File: src/rtl/rail12_nsw_pkg.sv
// Shared types and helpers for the NFET pass-switch break-before-make sequencer.
package rail12_nsw_pkg;

  typedef enum logic [1:0] {
    IDLE,
    DEAD,
    SETTLE
  } state_e;

  localparam int unsigned DEAD_CYC_DEF   = 4;
  localparam int unsigned SETTLE_CYC_DEF = 8;
  localparam int          MAX_SW         = 64;

  // Callers narrow the result to their own switch count; out-of-range selects give all-zero.
  function automatic logic [MAX_SW-1:0] onehot(input int sel, input int n_sw);
    logic [MAX_SW-1:0] v;
    for (int i = 0; i < MAX_SW; i++) begin
      v[i] = (i == sel) && (sel < n_sw);
    end
    return v;
  endfunction

endpackage

File: src/rtl/nsw_dly_cnt.sv
// Loadable saturating down-counter that times both the dead and the settle phase.
module nsw_dly_cnt #(
  parameter int CNT_W = 8
) (
  input  logic             clk,
  input  logic             rst_n,
  input  logic             clear,
  input  logic             load,
  input  logic [CNT_W-1:0] load_val,
  output logic             zero
);

  logic [CNT_W-1:0] count;

  // NOTE: registers use non-blocking assignments so every flop samples pre-edge values.
  always_ff @(posedge clk or negedge rst_n) begin
    if (!rst_n) begin
      count <= '0;
    end else if (clear) begin
      count <= '0;
    end else if (load) begin
      count <= load_val;
    end else if (count != '0) begin
      count <= count - CNT_W'(1);
    end
  end

  assign zero = (count == '0);

endmodule

File: src/rtl/nsw_bbm_seq.sv
// Break-before-make sequencer: opens every switch for a dead time, then closes
// exactly one and waits a settle time before reporting completion.
module nsw_bbm_seq
  import rail12_nsw_pkg::*;
#(
  parameter int N_SW       = 8,
  parameter int SEL_W      = $clog2(N_SW),
  parameter int DEAD_CYC   = DEAD_CYC_DEF,
  parameter int SETTLE_CYC = SETTLE_CYC_DEF,
  parameter int CNT_W      = 8
) (
  input  logic             CLK,
  input  logic             RSTN,
  input  logic             REQ,
  input  logic [SEL_W-1:0] SEL,
  input  logic             OFF,
  input  logic             KILL,
  output logic             READY,
  output logic             DONE,
  output logic             ERR,
  output logic [N_SW-1:0]  SW,
  output logic             ACT_VLD,
  output logic [SEL_W-1:0] ACT_SEL
);

  localparam logic [CNT_W-1:0] DEAD_LD   = CNT_W'(DEAD_CYC - 1);
  localparam logic [CNT_W-1:0] SETTLE_LD = CNT_W'(SETTLE_CYC - 1);

  state_e           state;
  logic [SEL_W-1:0] target;
  logic             make_pend;
  logic             cnt_load;
  logic [CNT_W-1:0] cnt_val;
  logic             cnt_zero;
  logic             accept;
  logic             sel_bad;
  logic             same_ch;
  logic [N_SW-1:0]  target_oh;

  assign accept    = READY && REQ && !KILL;
  assign sel_bad   = !OFF && (int'(SEL) >= N_SW);
  assign same_ch   = !OFF && ACT_VLD && (SEL == ACT_SEL);
  assign target_oh = N_SW'(onehot(int'(target), N_SW));

  // NOTE: every always_comb output gets a default first so no path can infer a latch.
  always_comb begin
    cnt_load = 1'b0;
    cnt_val  = '0;
    if (state == IDLE && accept && !sel_bad && !same_ch) begin
      cnt_load = 1'b1;
      cnt_val  = DEAD_LD;
    end else if (state == DEAD && cnt_zero && make_pend) begin
      cnt_load = 1'b1;
      cnt_val  = SETTLE_LD;
    end
  end

  nsw_dly_cnt #(
    .CNT_W(CNT_W)
  ) u_dly (
    .clk     (CLK),
    .rst_n   (RSTN),
    .clear   (KILL),
    .load    (cnt_load),
    .load_val(cnt_val),
    .zero    (cnt_zero)
  );

  always_ff @(posedge CLK or negedge RSTN) begin
    if (!RSTN) begin
      state     <= IDLE;
      target    <= '0;
      make_pend <= 1'b0;
      READY     <= 1'b1;
      DONE      <= 1'b0;
      ERR       <= 1'b0;
      SW        <= '0;
      ACT_VLD   <= 1'b0;
      ACT_SEL   <= '0;
    end else begin
      DONE <= 1'b0;
      ERR  <= 1'b0;
      if (KILL) begin
        // Emergency open drops any in-flight sequence silently.
        state     <= IDLE;
        make_pend <= 1'b0;
        READY     <= 1'b1;
        SW        <= '0;
        ACT_VLD   <= 1'b0;
        ACT_SEL   <= '0;
      end else begin
        unique case (state)
          IDLE: begin
            if (accept) begin
              if (sel_bad) begin
                ERR <= 1'b1;
              end else if (same_ch) begin
                DONE <= 1'b1;
              end else begin
                SW        <= '0;
                ACT_VLD   <= 1'b0;
                ACT_SEL   <= '0;
                READY     <= 1'b0;
                target    <= SEL;
                make_pend <= !OFF;
                state     <= DEAD;
              end
            end
          end
          DEAD: begin
            if (cnt_zero) begin
              if (make_pend) begin
                SW      <= target_oh;
                ACT_VLD <= 1'b1;
                ACT_SEL <= target;
                state   <= SETTLE;
              end else begin
                DONE  <= 1'b1;
                READY <= 1'b1;
                state <= IDLE;
              end
            end
          end
          SETTLE: begin
            if (cnt_zero) begin
              DONE      <= 1'b1;
              READY     <= 1'b1;
              make_pend <= 1'b0;
              state     <= IDLE;
            end
          end
          default: state <= IDLE;
        endcase
      end
    end
  end

endmodule

File: config.mk
export PLATFORM = sky130hd
export DESIGN_NAME = nsw_bbm_seq
export DESIGN_NICKNAME = d
export VERILOG_FILES = /design/src/rtl/rail12_nsw_pkg.sv /design/src/rtl/nsw_dly_cnt.sv /design/src/rtl/nsw_bbm_seq.sv
export SDC_FILE = /design/constraint.sdc
export NUM_CORES = 1
export LEC_CHECK = 0
export CAP_MARGIN = 30
export CORE_ASPECT_RATIO = 1.25
export CORE_MARGIN = 5
export CORE_UTILIZATION = 50
export DETAILED_ROUTE_END_ITERATION = 8
export PLACE_DENSITY = 0.74
export SYNTH_ARGS = -nofsm -noshare
export SYNTH_HDL_FRONTEND = slang
export SYNTH_SLANG_ARGS = --single-unit
File: constraint.sdc
create_clock -name CLK -period 2.9 [get_ports CLK]
set_clock_uncertainty 0.15 [all_clocks]
set_input_delay 0.435 -clock CLK [delete_from_list [all_inputs] [get_ports CLK]]
set_output_delay 0.435 -clock CLK [all_outputs]
set_load 0.01 [all_outputs]
==> results.md <==
- On the worst path, the slowest cell contributes a delay of 0.71 ns.
- Setup violations remaining at the end of the flow were counted as 0.
- The area occupied by multi-input gates is between 800 and 900 um2.
- Yosys printed 0 warnings.
- Summed over all cells, the static leakage comes to 0.869 nW.
- In this run the critical register-to-register path is launched from state[0]$_DFFE_PN0P_.
- Of the cells placed in the final design, the portion with a size suffix greater than 1 is 0.155.
- The count of instances resized after the clock tree is built is 0.
- The critical path runs through a total of 5 cells.
- The count of distinct cell types in the synthesized netlist is 45.
- The path category of the worst min-delay check is input port to async pin.
- Buffers inserted during clock tree synthesis total 3.
- The share of synthesized area in the top cell type comes to 0.421.
- The number of endpoints with negative hold slack in the final report came to 0.
- The path depth of the worst reg2reg path is 6.
- In this run the core area contains 23 standard-cell rows.
- Hold repair after CTS inserted 0 buffers.
- The maximum resistive drop on vdd is 562 uV.
- In the synthesized netlist the async set-or-reset flop fraction comes to 1.00.
- The cell area that synthesis handed to floorplanning was 1610 um2.
- The routed layout has 1183 vias.
- The post-layout net count is between 150 and 200.
- The detailed router finished its first iteration with 28 violations.
- For this run, the number of standard cells in the final layout without fillers is 211.
- The die is between 70 and 80 um tall.
- The number of antenna diodes in the final layout is 0.
- Setup repair after global routing left no endpoint under its margin.
- CTS placed an instance of clkbuf_8 at the clock tree root.
- In the final layout, flip-flops and latches occupy ~700 um2.
- The signal on the critical path passes through clkdlybuf4s50_1, xor2_1, o41ai_4, a21oi_2, mux2_2.
- The final weighted congestion in routability-driven placement is 0.886.
- In the finished design, the share of the clock period the worst path needs comes to 0.860.
- During placement, the flow inserted port buffers numbering 21.
- The worst slew margin relative to its limit is 0.395.
- Measured on the finished design, the core utilization comes to 0.611.
- The register area share after synthesis is 0.437.
- The number of buffers on the longest clock path is 2.
- Sorting the synthesized cells by how often they occur yields dfrtp_1, nor2_1, nand2_1.
- The actual slew at the worst max-slew pin is 0.907 ns.
- The clock latency reported for the late side of the worst-skew pair is 0.27 ns.
- STA classifies the critical path startpoint as an input port.
- After legalization and detailed placement, the total HPWL measured 2.53 mm.
- The kind of capture point of the worst setup path is a flip-flop.
- After detailed routing, the number of vias per cell comes to 5.61.
- The clock sink count is 28.
- By startpoint and endpoint, the worst setup path is classified as input port to flip-flop.
- In this run the mean area of a mapped cell was 10.8 um2.
- The number of buffer and inverter instances along the worst setup path is 1.
- The initial antenna violation count is 0.
- Yosys attributes the largest share of cell area to dfrtp_1, mux2_4, ha_1.
- Once placement completed, the tool counted placed cells totaling 207.
- The synthesized design contains 28 register bits.
- In this run the number of H-tree levels came out at 1.
- The minimum setup slack in the final design is 0.406 ns.
- The area growth from synthesis to layout is 20.6%.
- The first global-routing pass estimated 5.75 mm of wire.
- The startpoint of the worst setup timing path is SEL[0].
- The top cell type by total area after synthesis is dfrtp_1.
- The mean routed wirelength per cell is 15.4 um.
- Setup slack on the worst reg-to-reg path comes out at 0.44 ns.
- The most used flip-flop cell after synthesis is dfrtp_1.
- The count of mapped cells out of synthesis is 149.
- For the worst setup path, the data required time is around 2.9 ns.
- Yosys mapped a number of flops with a built-in enable equal to 0.
- At the worst endpoint, the arrival time is 2.51 ns.
- The starting density of the core is 0.507.
- The number of max-slew violations in the final report was 0.
- The total grt overflow is 0.
- The width of the die is 60.7 um.
- Before antenna repair, the detailed router went through 4 iterations.
- The filler cell count in the final layout is 290.
- At the placement stage, the worst setup path has a slack of 0.100 ns.
- Clock-pin slew was measured on the worst setup and hold paths at around 0.10 ns.
- For this run, the total global-route usage over all layers was measured as 0.168.
- For this design the top-level I/O count stands at 23.
- In this run the post-CTS setup repair buffer count came out at 0.
- The residual DRC count is 0.
- The worst-case hold slack is 0.374 ns.
- The maximum net fanout on the critical path is 13.
- The number of nets handed over by synthesis was 163.
- The dominant cell by count in the synthesized netlist is dfrtp_1.
- Entering global routing, the biggest net connects 29 pins.
- The worst path in the final design needs a cycle of between 2 and 2.5 ns, including I/O delays and setup.
- Power spread over the standard cell area amounts to 1010 nW/um2.
- The instance area after placement is between 1500 and 2000 um2.
- Static timing analysis puts the maximum clock frequency at between 400 and 500 MHz.
- The via count of the first global-routing pass is 1214.
- The count of nets left with antenna violations after detail routing is 0.
- The aggregate routed wire length is 3.25 mm.
- The number of max-cap violations is 0.
- The floorplan step defined a die boundary enclosing roughly 4500 um2.
- The final instance area is 1940 um2.
- The core area is 3170 um2.
- The CTS tree is built.
- The final-layout setup total negative slack is 0 ns.
- The kind of cell adding the most delay to the critical path is compound AO/OA/AOI/OAI gates.
- The slowest cell on the critical path is a21oi_2.
- The flow ran to the end, and the final reports show no timing, DRC or antenna violations.
- Summing internal, switching and leakage power gives 1.96 mW.
==> routing by layer <==
metal	part of all wire	GRT usage	vias up
met5	0	0	-
met4	0.017	0.0506	0
met1	0.41	0.210	584
met3	0.039	0.0228	4
met2	0.53	0.295	22
li1	-	-	573
==> worst reg2reg max path, stage by stage, from the launching register on <==
cell and delay [ns]:
dfrtp_1 0.45, inv_1 0.14, ha_1 0.27, nor2b_1 0.17
a311oi_1 0.08, a21oi_2 0.69, mux2_2 0.42
==> where the power goes <==
part           internal (mW)  switching (mW)  total [mW]
Combinational          0.496           0.498       0.994
Sequential             0.518           0.144       0.661
Clock                  0.185           0.120       0.305
Total                   1.20           0.762        1.96
==> state kept, by name, summed over array words and instances (netlist names) <==
signal	flops
ACT_SEL	3
ACT_VLD	1
DONE	1
READY	1
SW	8
make_pend	1
state	2
target	3
u_dly.count	8
==> cell type report <==
class	instances	share of cell area
clock inverter	1	0.0155
tap	37	0.0239
inverter	7	0.0136
clock buffer	3	0.0213
sequential	28	0.363
multi-input combinational	110	0.439
timing repair buffer	25	0.124
==> cells in the final DEF, fill, tap and decap left out, drive strengths merged, types with 5 or more instances in the layout <==
cell type,n
dfrtp,27
clkdlybuf4s50,21
mux2,13
nor3,5
nand2,10
a21oi,6
ha,6
mux2i,5
inv,7
nor2b,5
nor2,15
==> path summary, 6_finish.rpt <==
kind / end
setup / recovery: SW[2]$_DFFE_PN0P_
hold / removal: u_dly.count[5]$_DFFE_PN0P_
setup reg to reg: SW[2]$_DFFE_PN0P_
hold reg to reg: SW[6]$_DFFE_PN0P_
max in group asynchronous: READY$_DFFE_PN1P_
min in group CLK: SW[6]$_DFFE_PN0P_
==> cell families (layout without fill, tap and decap cells) <==
group	count (synthesis)	count (layout)	synth area share
xor+xnor	4	4	0.0218
fa+ha+maj	6	6	0.0468
mux	18	18	0.143
flops	28	28	0.437
other cells	1	1	0.00234
simple gates	59	59	0.207
compound gates	22	22	0.108
buf+inv	11	36	0.0335
Power figures use the tool's default switching activity.
